$ cat config.mk
export PLATFORM = sky130hd
export DESIGN_NAME = fadd_issue
export DESIGN_NICKNAME = d
export VERILOG_FILES = /design/src/rtl/fadd_issue.sv
export SDC_FILE = /design/constraint.sdc
export NUM_CORES = 1
export LEC_CHECK = 0
export CAP_MARGIN = 30
export CORE_MARGIN = 10
export CORE_UTILIZATION = 25
export CTS_CLUSTER_DIAMETER = 120
export DETAILED_ROUTE_END_ITERATION = 16
export PLACE_DENSITY = 0.56
export REMOVE_ABC_BUFFERS = 1
export SLEW_MARGIN = 20
export SYNTH_ARGS = -nofsm -noshare
export SYNTH_HDL_FRONTEND = slang
export SYNTH_SLANG_ARGS = --single-unit
$ cat constraint.sdc
create_clock -name clk -period 3.65 [get_ports clk]
set_clock_uncertainty 0.2 [all_clocks]
set_input_delay 0.73 -clock clk [delete_from_list [all_inputs] [get_ports clk]]
set_output_delay 0.73 -clock clk [all_outputs]
set_load 0.03 [all_outputs]
$ cat src/rtl/fadd_issue.sv
// fadd_issue: issue/retire controller wrapped around a pipelined fadd.
// Credit-gated admission, shadow tag pipeline, in-order result FIFO.
module fadd_issue #(
  parameter int NSTAGE = 2,
  parameter int TAGW   = 4
) (
  input  logic                         clk,
  input  logic                         rstn,
  input  logic                         req_valid,
  output logic                         req_ready,
  input  logic [31:0]                  req_x1,
  input  logic [31:0]                  req_x2,
  input  logic [TAGW-1:0]              req_tag,
  output logic [31:0]                  fadd_x1,
  output logic [31:0]                  fadd_x2,
  output logic                         fadd_enable_in,
  input  logic                         fadd_enable_out,
  input  logic [31:0]                  fadd_y,
  input  logic                         fadd_ovf,
  output logic                         res_valid,
  input  logic                         res_ready,
  output logic [31:0]                  res_y,
  output logic                         res_ovf,
  output logic [TAGW-1:0]              res_tag,
  output logic [$clog2(NSTAGE+3)-1:0]  credits_used,
  output logic                         proto_err
);

  localparam int DEPTH = NSTAGE + 2;
  localparam int CW    = $clog2(DEPTH + 1);
  localparam int PW    = (DEPTH > 1) ? $clog2(DEPTH) : 1;
  localparam int EW    = 33 + TAGW;
  localparam logic [CW-1:0] DEPTH_C = CW'(DEPTH);
  localparam logic [PW-1:0] LAST_P  = PW'(DEPTH - 1);

  logic [31:0]     x1_q, x1_d;
  logic [31:0]     x2_q, x2_d;
  logic            en_q, en_d;
  logic [TAGW-1:0] itag_q, itag_d;

  logic [NSTAGE-1:0] sv_q, sv_d;
  logic [TAGW-1:0]   st_q [NSTAGE];
  logic [TAGW-1:0]   st_d [NSTAGE];

  logic [EW-1:0] mem_q [DEPTH];
  logic [EW-1:0] mem_d [DEPTH];
  logic [PW-1:0] wp_q, wp_d;
  logic [PW-1:0] rp_q, rp_d;
  logic [CW-1:0] cnt_q, cnt_d;
  logic [CW-1:0] cred_q, cred_d;
  logic          perr_q, perr_d;

  logic accept;
  logic pop;
  logic push;

  function automatic logic [PW-1:0] nxt(input logic [PW-1:0] p);
    return (p == LAST_P) ? '0 : p + 1'b1;
  endfunction

  assign req_ready      = (cred_q < DEPTH_C);
  assign res_valid      = (cnt_q != '0);
  assign fadd_x1        = x1_q;
  assign fadd_x2        = x2_q;
  assign fadd_enable_in = en_q;
  assign res_y          = mem_q[rp_q][EW-1 -: 32];
  assign res_ovf        = mem_q[rp_q][TAGW];
  assign res_tag        = mem_q[rp_q][TAGW-1:0];
  assign credits_used   = cred_q;
  assign proto_err      = perr_q;

  // Next state: issue regs, shadow shift, FIFO and credit bookkeeping.
  always_comb begin
    accept = req_valid & req_ready;
    pop    = res_valid & res_ready;
    push   = sv_q[NSTAGE-1];
    x1_d   = x1_q;
    x2_d   = x2_q;
    itag_d = itag_q;
    en_d   = accept;
    if (accept) begin
      x1_d   = req_x1;
      x2_d   = req_x2;
      itag_d = req_tag;
    end
    sv_d    = sv_q;
    st_d    = st_q;
    sv_d[0] = en_q;
    st_d[0] = itag_q;
    for (int i = 1; i < NSTAGE; i++) begin
      sv_d[i] = sv_q[i-1];
      st_d[i] = st_q[i-1];
    end
    mem_d = mem_q;
    wp_d  = wp_q;
    rp_d  = rp_q;
    if (push) begin
      mem_d[wp_q] = {fadd_y, fadd_ovf, st_q[NSTAGE-1]};
      wp_d        = nxt(wp_q);
    end
    if (pop) begin
      rp_d = nxt(rp_q);
    end
    cnt_d = cnt_q;
    unique case ({push, pop})
      2'b10:   cnt_d = cnt_q + 1'b1;
      2'b01:   cnt_d = cnt_q - 1'b1;
      default: cnt_d = cnt_q;
    endcase
    cred_d = cred_q;
    unique case ({accept, pop})
      2'b10:   cred_d = cred_q + 1'b1;
      2'b01:   cred_d = cred_q - 1'b1;
      default: cred_d = cred_q;
    endcase
    perr_d = perr_q | (fadd_enable_out != sv_q[NSTAGE-1]);
  end

  // State registers; reset discards everything in flight or buffered.
  always_ff @(posedge clk or negedge rstn) begin
    if (!rstn) begin
      x1_q   <= '0;
      x2_q   <= '0;
      en_q   <= 1'b0;
      itag_q <= '0;
      sv_q   <= '0;
      for (int i = 0; i < NSTAGE; i++) st_q[i] <= '0;
      for (int i = 0; i < DEPTH; i++) mem_q[i] <= '0;
      wp_q   <= '0;
      rp_q   <= '0;
      cnt_q  <= '0;
      cred_q <= '0;
      perr_q <= 1'b0;
    end else begin
      x1_q   <= x1_d;
      x2_q   <= x2_d;
      en_q   <= en_d;
      itag_q <= itag_d;
      sv_q   <= sv_d;
      st_q   <= st_d;
      mem_q  <= mem_d;
      wp_q   <= wp_d;
      rp_q   <= rp_d;
      cnt_q  <= cnt_d;
      cred_q <= cred_d;
      perr_q <= perr_d;
    end
  end

`ifndef SYNTHESIS
  // Credits bound the FIFO, so they can never exceed its depth.
  always_ff @(posedge clk) begin
    if (rstn) assert (cred_q <= DEPTH_C);
  end
`endif

endmodule

; ---- Word-level counts from Yosys, hierarchy flattened
; Cells that the tools add are included.
[op_classes]
add_sub_neg = 6
order_cmp = 4
n_eq_ne = 7
muxes = 10
bitwise_logic = 5
n_reduce_logical = 4
[op_table]
columns = cell, n
row1 = $bwmux W148, 1
row2 = $mux W37, 3
row3 = $bmux W37 S2, 1
row4 = $demux W37 S2, 1
row5 = $pmux W3 S2, 2
row6 = $eq A2 B2 Y1 const B, 4
row7 = $add A3 B1 Y3 const B, 2
row8 = $ge A3 B3 Y1 const B, 2
row9 = $not A2 Y3, 2
row10 = $sub A3 B1 Y3 const B, 2
row11 = $add A2 B1 Y2 const B, 2
row12 = $eq A2 B1 Y1 const B, 2
row13 = $mux W2, 2
row14 = $reduce_bool A2 Y1, 2
row15 = $lt A3 B1 Y1 const B, 1
row16 = $lt A3 B3 Y1 const B, 1
row17 = $reduce_bool A3 Y1, 1
row18 = $and A1 B1 Y1, 2
row19 = $logic_and A1 B1 Y1, 1
row20 = $ne A1 B1 Y1, 1
row21 = $or A1 B1 Y1, 1
[totals]
reg_bits = 238
input_bits = 106
out_inout_bits = 108
word_cells = 52

; ---- Depth between registers and ports, before layout
; Gate-level depths: netlist of the first run.
[depth]
word_depth = 6
mapped_depth = 9

; ---- Worst setup path before layout of the first run
; Ideal clock, no wire load.
[synth_path]
kind = reg-to-output
startpoint = register rp_q[0]
endpoint = output res_y[23]
arrival_time_ns = 1.339
t_required_ns = 2.720
setup_slack_ns = 1.381
path_stages_with_launch = 4
path_buffers = 2
path_cell_list = dfrtp_1 > buf_6 > buf_6 > mux4_2
[synth_between]
elab_chain_cells = 4
[synth_lines]
columns = item, line
row1 = "start, declared", 48  ; logic [PW-1:0] rp_q, rp_d;
row2 = "start signal, assigned", 143  ; rp_q <= rp_d;
row3 = $not A2 Y3 (not written as such), 66  ; assign res_y = mem_q[rp_q][EW-1 -: 32];
row4 = $bmux W37 S2, 66
row5 = $mux W37 (2 in series), --
row6 = "end, declared", 22  ; output logic [31:0] res_y,
; Every way passes these cells. The select of a mux whose other input is x is not followed.

; ---- Worst setup path after layout of the first run
[layout_path]
startpoint = register rp_q[1]
endpoint = output res_y[31]
; Same word-level chain as after synthesis.

==> reports/summary.txt, run 1 <==
number of sinks driven by the clock tree: 238
Avg Synthesized Cell Area: 17.5 um^2
later-pin clock latency in the skew report: 0.55 ns
remaining design rule violation count: 0
WL per Instance: 18.4 um
data required time at the worst endpoint: 2.72 ns
clock root buffer master: sky130_fd_sc_hd__clkbuf_16
unrepaired setup endpoints after global routing: false
static leakage: 5.61 nW
Clock Tree Buf Depth: 3
cell breakdown of the critical path: buf_4 > mux4_2 > clkdlybuf4s50_1
post-synthesis cell type count: 23
# setup viols final: 0
Vias/cell: 4.21
layout cells sized above 1: 39.9%
global placer's final weighted congestion: 0.704
area overhead of the layout relative to synthesis: 38.1%
number of antenna violations at the first check in global routing: 0
number of iterations in the first detailed-routing pass: 4
total number of vias: 5630
path class of the lowest-slack min-delay path: reg2reg
CP Buf/Inv Count: 2
TritonCTS clock tree: built
setup_tns: 0 ns
maximum number of pins on one net before global-route repair: 78
internal power of the cells: 9.36 mW
count of nets left with antenna violations after detail routing: 0
Post-Syn Area: 9880 um^2
x dimension of the die: 219 um
combinational fraction of design power: 45.8%
I/O pin count: 214
overflow left after global routing: 0
PortBufs: 213
die footprint: 47900 um^2
first-pass GRT wire length: 38.5 mm
critical-path cell with the highest stage delay: sky130_fd_sc_hd__dfrtp_4
Rel. slew slack: 53.2%
portion of total power attributed to sequential cells: 33.1%
clock buffer count from CTS: 27
sequential cell area fraction in the yosys report: 60.3%
Min Clock Period, post-route: 3.39 ns
clock group share of total power: 21.1%
dominant cells by area after synthesis: sky130_fd_sc_hd__dfrtp_1 60%, sky130_fd_sc_hd__mux2_2 23%, sky130_fd_sc_hd__mux4_2 8.4%, sky130_fd_sc_hd__buf_6 1.8%, sky130_fd_sc_hd__mux2_4 1.4%
Tightest Pin Transition: 0.701 ns
Fmax: 295 MHz
critical path arrival: 2.46 ns
period utilization: 92.9%
internal reg-to-reg setup slack: 1.48 ns
die outline height: 219 um
Total Nets Final: 911
final number of hold-violating endpoints: 0
Top Family by Delay on Critical Path: buffers and inverters
starting density of the core: 25.4%
# rows: 72
final worst-path setup slack: 0.258 ns
Total GRT Usage: 10.3%
H-tree levels: 1
type of element launching the critical path: flip-flop
maximum ir drop on the vdd rail: 0.509 mV
DPL Wire Length: 16.1 mm
power density relative to cell area: 1060 nW/um^2
Core Region: 38800 um^2
net switching power figure: 5.08 mW
net switching share of the total power: 35.2%
clock transition at the registers of the reported paths: 0.06 ns
status: completed
maximum fanout along the worst path: 25
most common library cell in the layout ignoring fill and taps: sky130_fd_sc_hd__dfrtp_1
Slowest Stage Delay on Critical Path: 0.66 ns
total of flip-flops plus latches after synthesis: 238
share of Yosys cell area claimed by the top area cell type: 60.3%
Placement Setup Slack: 0.460 ns
nature of the critical path endpoint: primary output
count of final max-slew check failures: 0
Max Cap Viol: 0
cell count after synthesis: 566
top cell type by total area after synthesis: sky130_fd_sc_hd__dfrtp_1
drt initial violations: 175
most frequent cells in the layout: 236 x sky130_fd_sc_hd__dfrtp_1, 212 x sky130_fd_sc_hd__clkdlybuf4s50_1, 206 x sky130_fd_sc_hd__mux2_2, 37 x sky130_fd_sc_hd__mux4_2, 27 x sky130_fd_sc_hd__clkbuf_16
CP Class: reg2out
count of yosys warnings during synthesis: 0
total routed wirelength: 24.6 mm
via count of the first global-routing pass: 6485
-- sequential cells by signal, summed over array words and instances, names as in the netlist --
register / count
st_d: 4
sv_q: 2
mem_q: 148
rp_q: 2
itag_q: 4
st_q: 4
wp_q: 2
fadd_x1: 32
proto_err: 1
fadd_x2: 32
credits_used: 3
fadd_enable_in: 1
cnt_q: 3
-- cell type report --
cell class                      count  area [um^2]
Timing Repair Buffer              229         2340
Tap cell                          518          648
Inverter                           12         45.0
Sequential cell                   238         5960
Clock buffer                       32          734
Fill cell                        3730        25200
Multi-Input combinational cell    288         3630
Antenna cell                        1         2.50
Clock inverter                     18          278
-- metal layers --
layer | up-vias | track usage [%] | part of all wire, %
li1 | 2514 | - | -
met1 | 2890 | 12.7 | 43
met2 | 193 | 15.1 | 42
met3 | 33 | 5.88 | 12
met4 | 0 | 2.69 | 2.3
met5 | - | 0 | 0
-- stage by stage --
stage,cell area (um^2),power (mW),hold WS [ns],util (%),std cells
2_1_floorplan,9630,8.82,0.131,-,538
3_3_place_gp,12500,11.4,0.134,32.3,1279
3_5_place_dp,12500,11.5,0.135,32.3,1279
4_1_cts,13600,14.7,0.149,35.1,1335
5_1_grt,13600,15.3,0.152,35.1,1335
6_report,13600,14.4,0.147,35.1,1336
-- cell usage after synthesis --
cell type                  number
sky130_fd_sc_hd__dfrtp_1      238
sky130_fd_sc_hd__mux2_2       206
sky130_fd_sc_hd__mux4_2        37
sky130_fd_sc_hd__buf_6         16
sky130_fd_sc_hd__inv_1         10
sky130_fd_sc_hd__mux2_4         9
sky130_fd_sc_hd__buf_2          8
sky130_fd_sc_hd__ha_1           7
sky130_fd_sc_hd__nand2_4        4
sky130_fd_sc_hd__xnor2_1        4
sky130_fd_sc_hd__buf_4          3
sky130_fd_sc_hd__mux2_1         3
sky130_fd_sc_hd__nor2_1         3
sky130_fd_sc_hd__xor2_1         3
sky130_fd_sc_hd__fa_1           2
sky130_fd_sc_hd__inv_2          2
sky130_fd_sc_hd__mux2i_1        2
sky130_fd_sc_hd__nand2_1        2
sky130_fd_sc_hd__o21ai_0        2
sky130_fd_sc_hd__or3_1          2
sky130_fd_sc_hd__clkbuf_1       1
sky130_fd_sc_hd__nand2_2        1
sky130_fd_sc_hd__nand2b_1       1
-- timing repair --
action	CTS	global route
buffers inserted	5	0
endpoints found under the hold margin	20	0
resized for setup	0	1
setup endpoints to repair	16	6
hold buffers	1	0
-- logic make-up after synthesis --
kind of cell	count (synthesis)	share of synthesized area [%]
buffers and inverters	40	2.95
muxes	257	33.8
DFF	238	60.3
adders and majority gates	9	1.29
and+or+nand+nor	13	0.899
xor gates and xnor gates	7	0.621
AOI/OAI and AO/OA	2	0.101
-- power by group through the flow --
stage / Combinational, mW / Clock, mW / Sequential, mW
after CTS: 6.76 / 3.17 / 4.80
after floorplan: 3.39 / 0 / 5.43
after global routing: 7.09 / 3.25 / 4.97
final: 6.61 / 3.05 / 4.78
after global placement: 6.49 / 0 / 4.89
after detailed placement: 6.56 / 0 / 4.89
-- path summary, 6_finish.rpt --
check,from,end,cells after the start
max reg2reg,cnt_q[0]$_DFFE_PN0P_,cnt_q[1]$_DFFE_PN0P_,7
min,sv_q[0]$_DFF_PN0_,sv_q[1]$_DFF_PN0_,0
min in group asynchronous,rstn,mem_q[131]$_DFFE_PN0P_,2
max in group asynchronous,rstn,mem_q[18]$_DFFE_PN0P_,3
min reg2reg,sv_q[0]$_DFF_PN0_,sv_q[1]$_DFF_PN0_,0
max,rp_q[1]$_DFFE_PN0P_,res_y[31],3
Power figures use the tool's default switching activity.
==> run 2: changes to the inputs <==
--- a/config.mk
+++ b/config.mk
@@ -5,6 +5,7 @@
 export SDC_FILE = /design/constraint.sdc
 export NUM_CORES = 1
 export LEC_CHECK = 0
+export ABC_AREA = 1
 export CAP_MARGIN = 30
 export CORE_MARGIN = 10
 export CORE_UTILIZATION = 25
==> constraint.sdc (replaced) <==
create_clock -name clk -period 3.55 [get_ports clk]
set_clock_uncertainty 0.2 [all_clocks]
set_input_delay 0.71 -clock clk [delete_from_list [all_inputs] [get_ports clk]]
set_output_delay 0.71 -clock clk [all_outputs]
set_load 0.03 [all_outputs]
==> run 2 against run 1 <==
Register-to-register slack better by 0.03 ns. Sequential power about the same. Area after synthesis grew 7.2%.
==> reports/summary.txt, run 2 <==
status: completed
Avg Synthesized Cell Area: 9.06 um^2
drt initial violations: 542
period utilization: 95.1%
Min Clock Period, post-route: 3.38 ns
main flop type after synthesis: sky130_fd_sc_hd__dfrtp_1
x dimension of the die: 226 um
Vias/cell: 4.24
Placement Setup Slack: 0.609 ns
Register-to-Register Path Depth: 11
number of iterations in the first detailed-routing pass: 5
count of yosys warnings during synthesis: 0
async set-reset flop share out of synthesis: 100%
number of flops mapped to enable cells by yosys: 0
critical path arrival: 2.47 ns
Post-Syn Area: 10600 um^2
Total Nets Final: 1477
internal reg-to-reg setup slack: 1.51 ns
layout cells sized above 1: 11.9%
starting density of the core: 25.2%
Overall Power: 15.2 mW
remaining design rule violation count: 0
clock buffer count from CTS: 30
total routed wirelength: 29.2 mm
number of antenna violations at the first check in global routing: 2
Post-Place Cells: 1865
list of most frequent post-synthesis cells: 479 x sky130_fd_sc_hd__nand2_1, 238 x sky130_fd_sc_hd__dfrtp_1, 126 x sky130_fd_sc_hd__inv_1
via count of the first global-routing pass: 8522
final worst-path setup slack: 0.172 ns
data required time at the worst endpoint: 2.64 ns
type of element launching the critical path: flip-flop
max reg flops: 148
Final Non-Filler Cells: 1926
number of instances resized during post-cts repair: 0
library cell with the highest instance count after synthesis: sky130_fd_sc_hd__nand2_1
top cell type by total area after synthesis: sky130_fd_sc_hd__dfrtp_1
Rel. slew slack: 50.1%
DPL Wire Length: 19.1 mm
area overhead of the layout relative to synthesis: 35.4%
post-synthesis cell type count: 21
sequential cell area fraction in the yosys report: 56.3%
Clock Tree Buf Depth: 3
maximum fanout along the worst path: 60
clock root buffer master: sky130_fd_sc_hd__clkbuf_16
maximum number of pins on one net before global-route repair: 76
share of Yosys cell area claimed by the top area cell type: 56.3%
global placer's final weighted congestion: 0.767
setup_tns: 0 ns
I/O pin count: 214
number of sinks driven by the clock tree: 238
Fmax: 296 MHz
final core occ: 34.2%
WL per Instance: 15.2 um
clock transition at the registers of the reported paths: 0.06 ns
most common library cell in the layout ignoring fill and taps: sky130_fd_sc_hd__nand2_1
PortBufs: 213
Tightest Pin Transition: 0.749 ns
H-tree levels: 1
Max Cap Viol: 0
# setup viols final: 0
overflow left after global routing: 0
die footprint: 51000 um^2
Core Region: 41900 um^2
total of flip-flops plus latches after synthesis: 238
final number of hold-violating endpoints: 0
dominant cells by area after synthesis: sky130_fd_sc_hd__dfrtp_1 56%, sky130_fd_sc_hd__nand2_1 17%, sky130_fd_sc_hd__o21ai_2 6.5%, sky130_fd_sc_hd__o211ai_1 5.2%, sky130_fd_sc_hd__inv_1 4.5%
most frequent cells in the layout: 479 x sky130_fd_sc_hd__nand2_1, 236 x sky130_fd_sc_hd__dfrtp_1, 210 x sky130_fd_sc_hd__clkdlybuf4s50_1, 126 x sky130_fd_sc_hd__inv_1, 79 x sky130_fd_sc_hd__o21ai_2
cell count after synthesis: 1169
nature of the critical path endpoint: primary output
hold-critical path depth: 0
Total GRT Usage: 11.5%
later-pin clock latency in the skew report: 0.56 ns
largest register by flop count: mem_q
count of nets left with antenna violations after detail routing: 0
die outline height: 226 um
static leakage: 6.92 nW
total number of vias: 8172
TritonCTS clock tree: built
power density relative to cell area: 1060 nW/um^2
count of final max-slew check failures: 0
path class of the lowest-slack min-delay path: reg2reg
maximum ir drop on the vdd rail: 0.536 mV
first-pass GRT wire length: 47.4 mm
# rows: 75
unrepaired setup endpoints after global routing: false
CP Class: reg2out
==> run 2: critical path, cell delays in order, from the launching register on <==
cell	delay (ns)
sky130_fd_sc_hd__dfrtp_4	0.69
sky130_fd_sc_hd__buf_12	0.29
sky130_fd_sc_hd__o211ai_1	0.14
sky130_fd_sc_hd__nand2_1	0.08
sky130_fd_sc_hd__clkdlybuf4s50_1	0.67
==> run 2: where the power goes <==
group	internal, mW	switching, mW	total [mW]
logic	2.82	4.24	7.06
clock network	2.09	1.26	3.35
registers	4.02	0.767	4.79
==> run 2: final cells by class <==
class / instances / area (um^2)
inverters: 129 / 484
repair buffers: 231 / 2440
fillers: 4354 / 27600
clock buffers: 37 / 858
flip-flops and latches: 238 / 5960
multi-input cells: 732 / 3660
well taps: 539 / 674
diodes: 1 / 2.50
clock inverters: 19 / 249
==> run 2: timing repair <==
action / CTS / global route
setup buffers: 1 / 0
hold endpoints to repair: 65 / 0
hold buffers: 1 / 0
setup endpoints to repair: 1 / 0
==> run 2: routing by layer <==
layer  wire, um  global-route usage (%)
met1      12700                    14.2
met2      12300                    17.2
met3       3550                    5.95
met4        597                    3.51
met5          7                       0
==> run 2: cell families after synthesis <==
family | after synthesis | synth area share, %
simple gates | 492 | 17.7
flops | 238 | 56.3
compound gates | 229 | 15.4
buf+inv | 199 | 9.34
fa+ha+maj | 9 | 1.21
xor+xnor | 2 | 0.165
==> run 2: worst paths after layout <==
kind                                                     to            startpoint
worst max-delay path                               res_y[2]   rp_q[0]$_DFFE_PN0P_
worst min-delay path                      st_q[3]$_DFF_PN0_     st_d[3]$_DFF_PN0_
worst max register to register  credits_used[2]$_DFFE_PN0P_  cnt_q[0]$_DFFE_PN0P_
worst min register to register            st_q[3]$_DFF_PN0_     st_d[3]$_DFF_PN0_
max in group asynchronous             mem_q[49]$_DFFE_PN0P_                  rstn
min in group asynchronous           fadd_x2[16]$_DFFE_PN0P_                  rstn
==> run 2: stage by stage <==
stage	area [um^2]	hold slack (ns)
floorplan	10100	0.131
global placement	13100	0.138
detailed placement	13100	0.137
CTS	14300	0.149
global route	14300	0.158
finish	14300	0.146
==> variant 1, RTL diff (flow settings as in run 2) <==
The parameter `TAGW` goes from 4 to 8.
--- a/src/rtl/fadd_issue.sv
+++ b/src/rtl/fadd_issue.sv
@@ -3,5 +3,5 @@
 module fadd_issue #(
   parameter int NSTAGE = 2,
-  parameter int TAGW   = 4
+  parameter int TAGW   = 8
 ) (
   input  logic                         clk,
Ports: changed (resized req_tag and res_tag); port bits go from 214 to 222. The function was not compared with the original's and may differ.
==> variant 1 against run 2 <==
Cell area grew 4.6%; routed wire length rose by 4.7%; non-clock buffer count grew 4; die area rose by 5.5%; via count increased by 7.4%; total power up 1.7%; worst setup slack improved by 0.0042 ns; sequential cell count grew 28; synthesized area is 6.0% higher; synthesized cell count up 9.4%; critical path type unchanged; critical endpoint is now res_y[4].
==> variant 1: results (changes against run 2) <==
[critical_path]
crit_fanout=85  ; +42%
reg2reg_slack_ns=1.48  ; -0.03 ns
slowest_stage=clkdlybuf4s50_1
worst_r2r_endpoint=cnt_q[1]$_DFFE_PN0P_

[placement]
port_buffers=221  ; +3.8%
hpwl_um=19300  ; +1.0%
gp_congestion=0.755  ; -1.6%

[yosys]
seq_area_frac_synth_pct=59.3  ; +3.1 points
synthTopCellsByArea=dfrtp_1 59%, nand2_1 17%, o21ai_0 6.9%
synth_cell_types=19  ; -9.5%
yosys-top-cells-count=521 x nand2_1, 266 x dfrtp_1, 154 x o21ai_0, 140 x inv_1, 82 x o211ai_1

[detailed_routing]
num_vias=8780  ; +7.4%
wl_per_cell_um=14.7  ; -3.3%

[power]
vdd_drop_max_mv=0.463  ; -14%
p_leak_uw=0.00726  ; +4.9%

[status]
status=complete, no violations

[hold_path]
holdCritStartpoint=st_d[1]$_DFF_PN0_

[finish]
nNetsFinal=1591  ; +7.7%
num_antenna_cells=0  ; -1
drive_above_1_share_pct=4.42  ; -7.5 points

[grt]
grt_max_degree=86  ; +13%
grt_pass1_wl_um=49400  ; +4.3%
track_usage_pct=11.2  ; -0.29 points
antenna_found_initial=1  ; -1
grt_pass1_vias=9066  ; +6.4%

[sta]
relSlewSlack_pct=38.8  ; -11 points
whs_ns=0.145  ; -0.000910 ns

[clock_network]
cts_buffers=31  ; +3.3%
cts_max_path_buffers=3  ; unchanged

## variant 1: power by group
part / switching (µW) / leakage [µW] / internal (µW)
sequential: 794 / 0.00326 / 4490
clock: 1230 / 0.000485 / 1880
combinational: 4350 / 0.00351 / 2720
## variant 1: worst max-delay path: cells and delay by family (launching register included)
| family | cells | cell delay (ns) |
|---|---|---|
| DFF | 1 | 0.58 |
| AOI/OAI and AO/OA | 1 | 0.08 |
| and+or+nand+nor | 2 | 0.25 |
| buffers and inverters | 2 | 0.93 |
## variant 1: cells by family (layout without fill, tap and decap cells)
logic type      count (synthesis)  in the layout  share of synthesized area, %
xor+xnor                        2              2                         0.156
simple gates                  534            534                          18.2
flops                         266            266                          59.3
buf+inv                       216            430                          8.09
fa+ha+maj                       9              9                          1.14
compound gates                252            252                          13.1
## variant 1: what timing repair did
item | CTS | global route
setup endpoints to repair | 0 | 15
setup buffers | 0 | 1
hold endpoints to repair | 73 | 0
gates resized for setup | 0 | 2
hold buffers | 1 | 0
## variant 1: worst max path at each step
stage	start	to	slack (ns)
after floorplan	rp_q[0]$_DFFE_PN0P_	res_ovf	-0.73
after global placement	rp_q[0]$_DFFE_PN0P_	res_y[4]	0.67
after detailed placement	rp_q[0]$_DFFE_PN0P_	res_y[20]	0.66
after CTS	rp_q[0]$_DFFE_PN0P_	res_y[20]	0.04
after global routing	rp_q[1]$_DFFE_PN0P_	res_tag[5]	0.004
final	rp_q[0]$_DFFE_PN0P_	res_y[4]	0.18
## variant 1: per-stage QoR
step                      cells  instance area (µm²)  TNS, ns  total power, µW  setup WS [ns]
after floorplan            1204                10800   -30.42             9500         -0.732
after global placement     2029                14000        0            12400          0.675
after detailed placement   2029                14000        0            12500          0.665
after CTS                  2084                15000        0            15700         0.0361
after global routing       2085                15000        0            16700        0.00352
final                      2085                15000        0            15500          0.176
## variant 1: layout make-up
class | instances | area [µm²]
Inverter | 141 | 529
Multi-Input combinational cell | 797 | 3660
Clock inverter | 5 | 75.1
Sequential cell | 266 | 6660
Timing Repair Buffer | 235 | 2410
Tap cell | 592 | 741
Clock buffer | 49 | 913
Fill cell | 4607 | 29300
## variant 1: layer usage
| layer | vias to the layer above | global-route usage [%] | share of wire, % |
|---|---|---|---|
| met1 | 4077 | 13.6 | 43 |
| met4 | 2 | 3.27 | 2.0 |
| met5 | - | 0 | 0.043 |
| met3 | 34 | 5.66 | 12 |
| met2 | 253 | 17.3 | 43 |
| li1 | 4414 | - | - |
==> variant 2, RTL diff (settings of run 2) <==
Without the edit above. Register the output `res_ovf`, with the module's reset; this adds one clock of latency there. The other outputs are not delayed to match.
--- a/src/rtl/fadd_issue.sv
+++ b/src/rtl/fadd_issue.sv
@@ -65,5 +65,11 @@
   assign fadd_enable_in = en_q;
   assign res_y          = mem_q[rp_q][EW-1 -: 32];
-  assign res_ovf        = mem_q[rp_q][TAGW];
+  always_ff @(posedge clk or negedge rstn) begin
+    if (!rstn) begin
+      res_ovf <= '0;
+    end else begin
+      res_ovf <= mem_q[rp_q][TAGW];
+    end
+  end
   assign res_tag        = mem_q[rp_q][TAGW-1:0];
   assign credits_used   = cred_q;
Behaviour: not the same (a bounded check fails within 10 cycles, from zero or initial values and one cycle with rstn low).
==> variant 2 against run 2 <==
Cell count did not move; total power fell by 2.1%; largest cell class unchanged; worst setup slack better by 0.049 ns; synthesized area up 0.24%; cell area fell by 0.49%; largest power group unchanged; non-clock buffer count grew 5; routed wire length rose by 1.4%; sequential cell count increased by 1; highest routed layer unchanged.
==> variant 2: results (changes against run 2) <==
[yosys]
seq_area_frac_synth_pct=56.4  ; +0.10 points
synthTopCellsByArea=dfrtp_1 56%, nand2_1 17%, o21ai_2 6.5%
synth-xor-area-share_pct=0.165  ; -0.00039 points
synth_fa_ha_area_share_pct=1.20  ; -0.0028 points
ys.warnings.count=0  ; unchanged
synth_compound_area_share_pct=15.3  ; -0.036 points

[finish]
fill_cells=4340  ; -0.32%
num_antenna_cells=0  ; -1
drive_above_1_share_pct=11.5  ; -0.44 points
largest_reg_flops=148  ; unchanged
nNetsFinal=1481  ; +0.27%

[critical_path]
worst_r2r_endpoint=cnt_q[2]$_DFFE_PN0P_
reg2reg_slack_ns=1.44  ; -0.07 ns
worstPathArrival_ns=2.42  ; -0.05 ns
crit_fanout=32  ; -47%

[placement]
pre_cts_ws_ns=0.671  ; +0.0621 ns
gp_congestion=0.766  ; about the same
hpwl_um=19800  ; +3.6%

[detailed_routing]
drt_iter0_drc=502  ; -7.4%
viasPerCell=4.26  ; +0.47%
routed_wirelength_um=29600  ; +1.4%

[grt]
antenna_found_initial=1  ; -1
grt_pass1_wl_um=47900  ; +1.1%
grt_pass1_vias=8536  ; +0.16%
track_usage_pct=11.6  ; +0.053 points

[power]
power_switching_uw=6210  ; -0.96%
power_frac_clock_pct=19.2  ; -2.8 points
p_leak_uw=0.00688  ; -0.55%
vdd_drop_max_mv=0.472  ; -12%

[status]
status=complete, no violations

[hold_path]
holdCritStartpoint=st_d[3]$_DFF_PN0_

[clock_network]
clk_latency_ns=0.54  ; -0.02 ns

[sta]
relSlewSlack_pct=53.2  ; +3.1 points

[variant 2: worst max path at each step]
stage                             to  slack (ns)  cells after the start
after global placement      res_y[5]        0.69                      4
final                       res_y[5]        0.22                      4
after CTS                   res_y[5]        0.06                      4
after floorplan           res_tag[0]       -0.47                      2
after detailed placement    res_y[5]        0.67                      4
after global routing      res_tag[2]        0.02                      4
[variant 2: final cells by class]
cell class	count	share of cell area, %
Inverter	129	3.39
Clock inverter	6	0.430
Timing Repair Buffer	236	17.8
Sequential cell	239	42.0
Clock buffer	45	6.00
Tap cell	539	4.73
Multi-Input combinational cell	732	25.7
[variant 2: timing repair]
item                                    4_1_cts  5_1_grt
buffers inserted                              0        1
endpoints found under the hold margin        65        0
hold buffers                                  1        0
endpoints found under the setup margin        0       10
[variant 2: metrics by stage]
step	hold slack, ns	total power [µW]	instances	utilization (%)	cell area [µm²]
finish	0.146	14900	1926	34.0	14300
global route	0.152	16100	1926	34.0	14300
global placement	0.132	12000	1869	31.5	13200
floorplan	0.131	9000	1100	-	10100
CTS	0.150	15100	1923	33.8	14200
detailed placement	0.136	12100	1871	31.6	13300
[variant 2: kinds of logic (layout without fill, tap and decap cells)]
group           after synthesis  count (layout)
simple gates                492             492
compound gates              229             229
buf+inv                     199             416
flops                       239             239
xor+xnor                      2               2
fa+ha+maj                     9               9
[variant 2: routing by layer]
layer	global-route usage (%)	share of wire (%)
met1	13.9	43
met2	18.0	43
met3	6.20	12
met4	2.47	1.7
met5	0	0.030
[variant 2: worst max-delay path, cell delays in order (launching register included)]
cell and delay [ns]:
dfrtp_4 0.71, buf_12 0.24, o211ai_1 0.11, nand2_1 0.13
clkdlybuf4s50_1 0.68
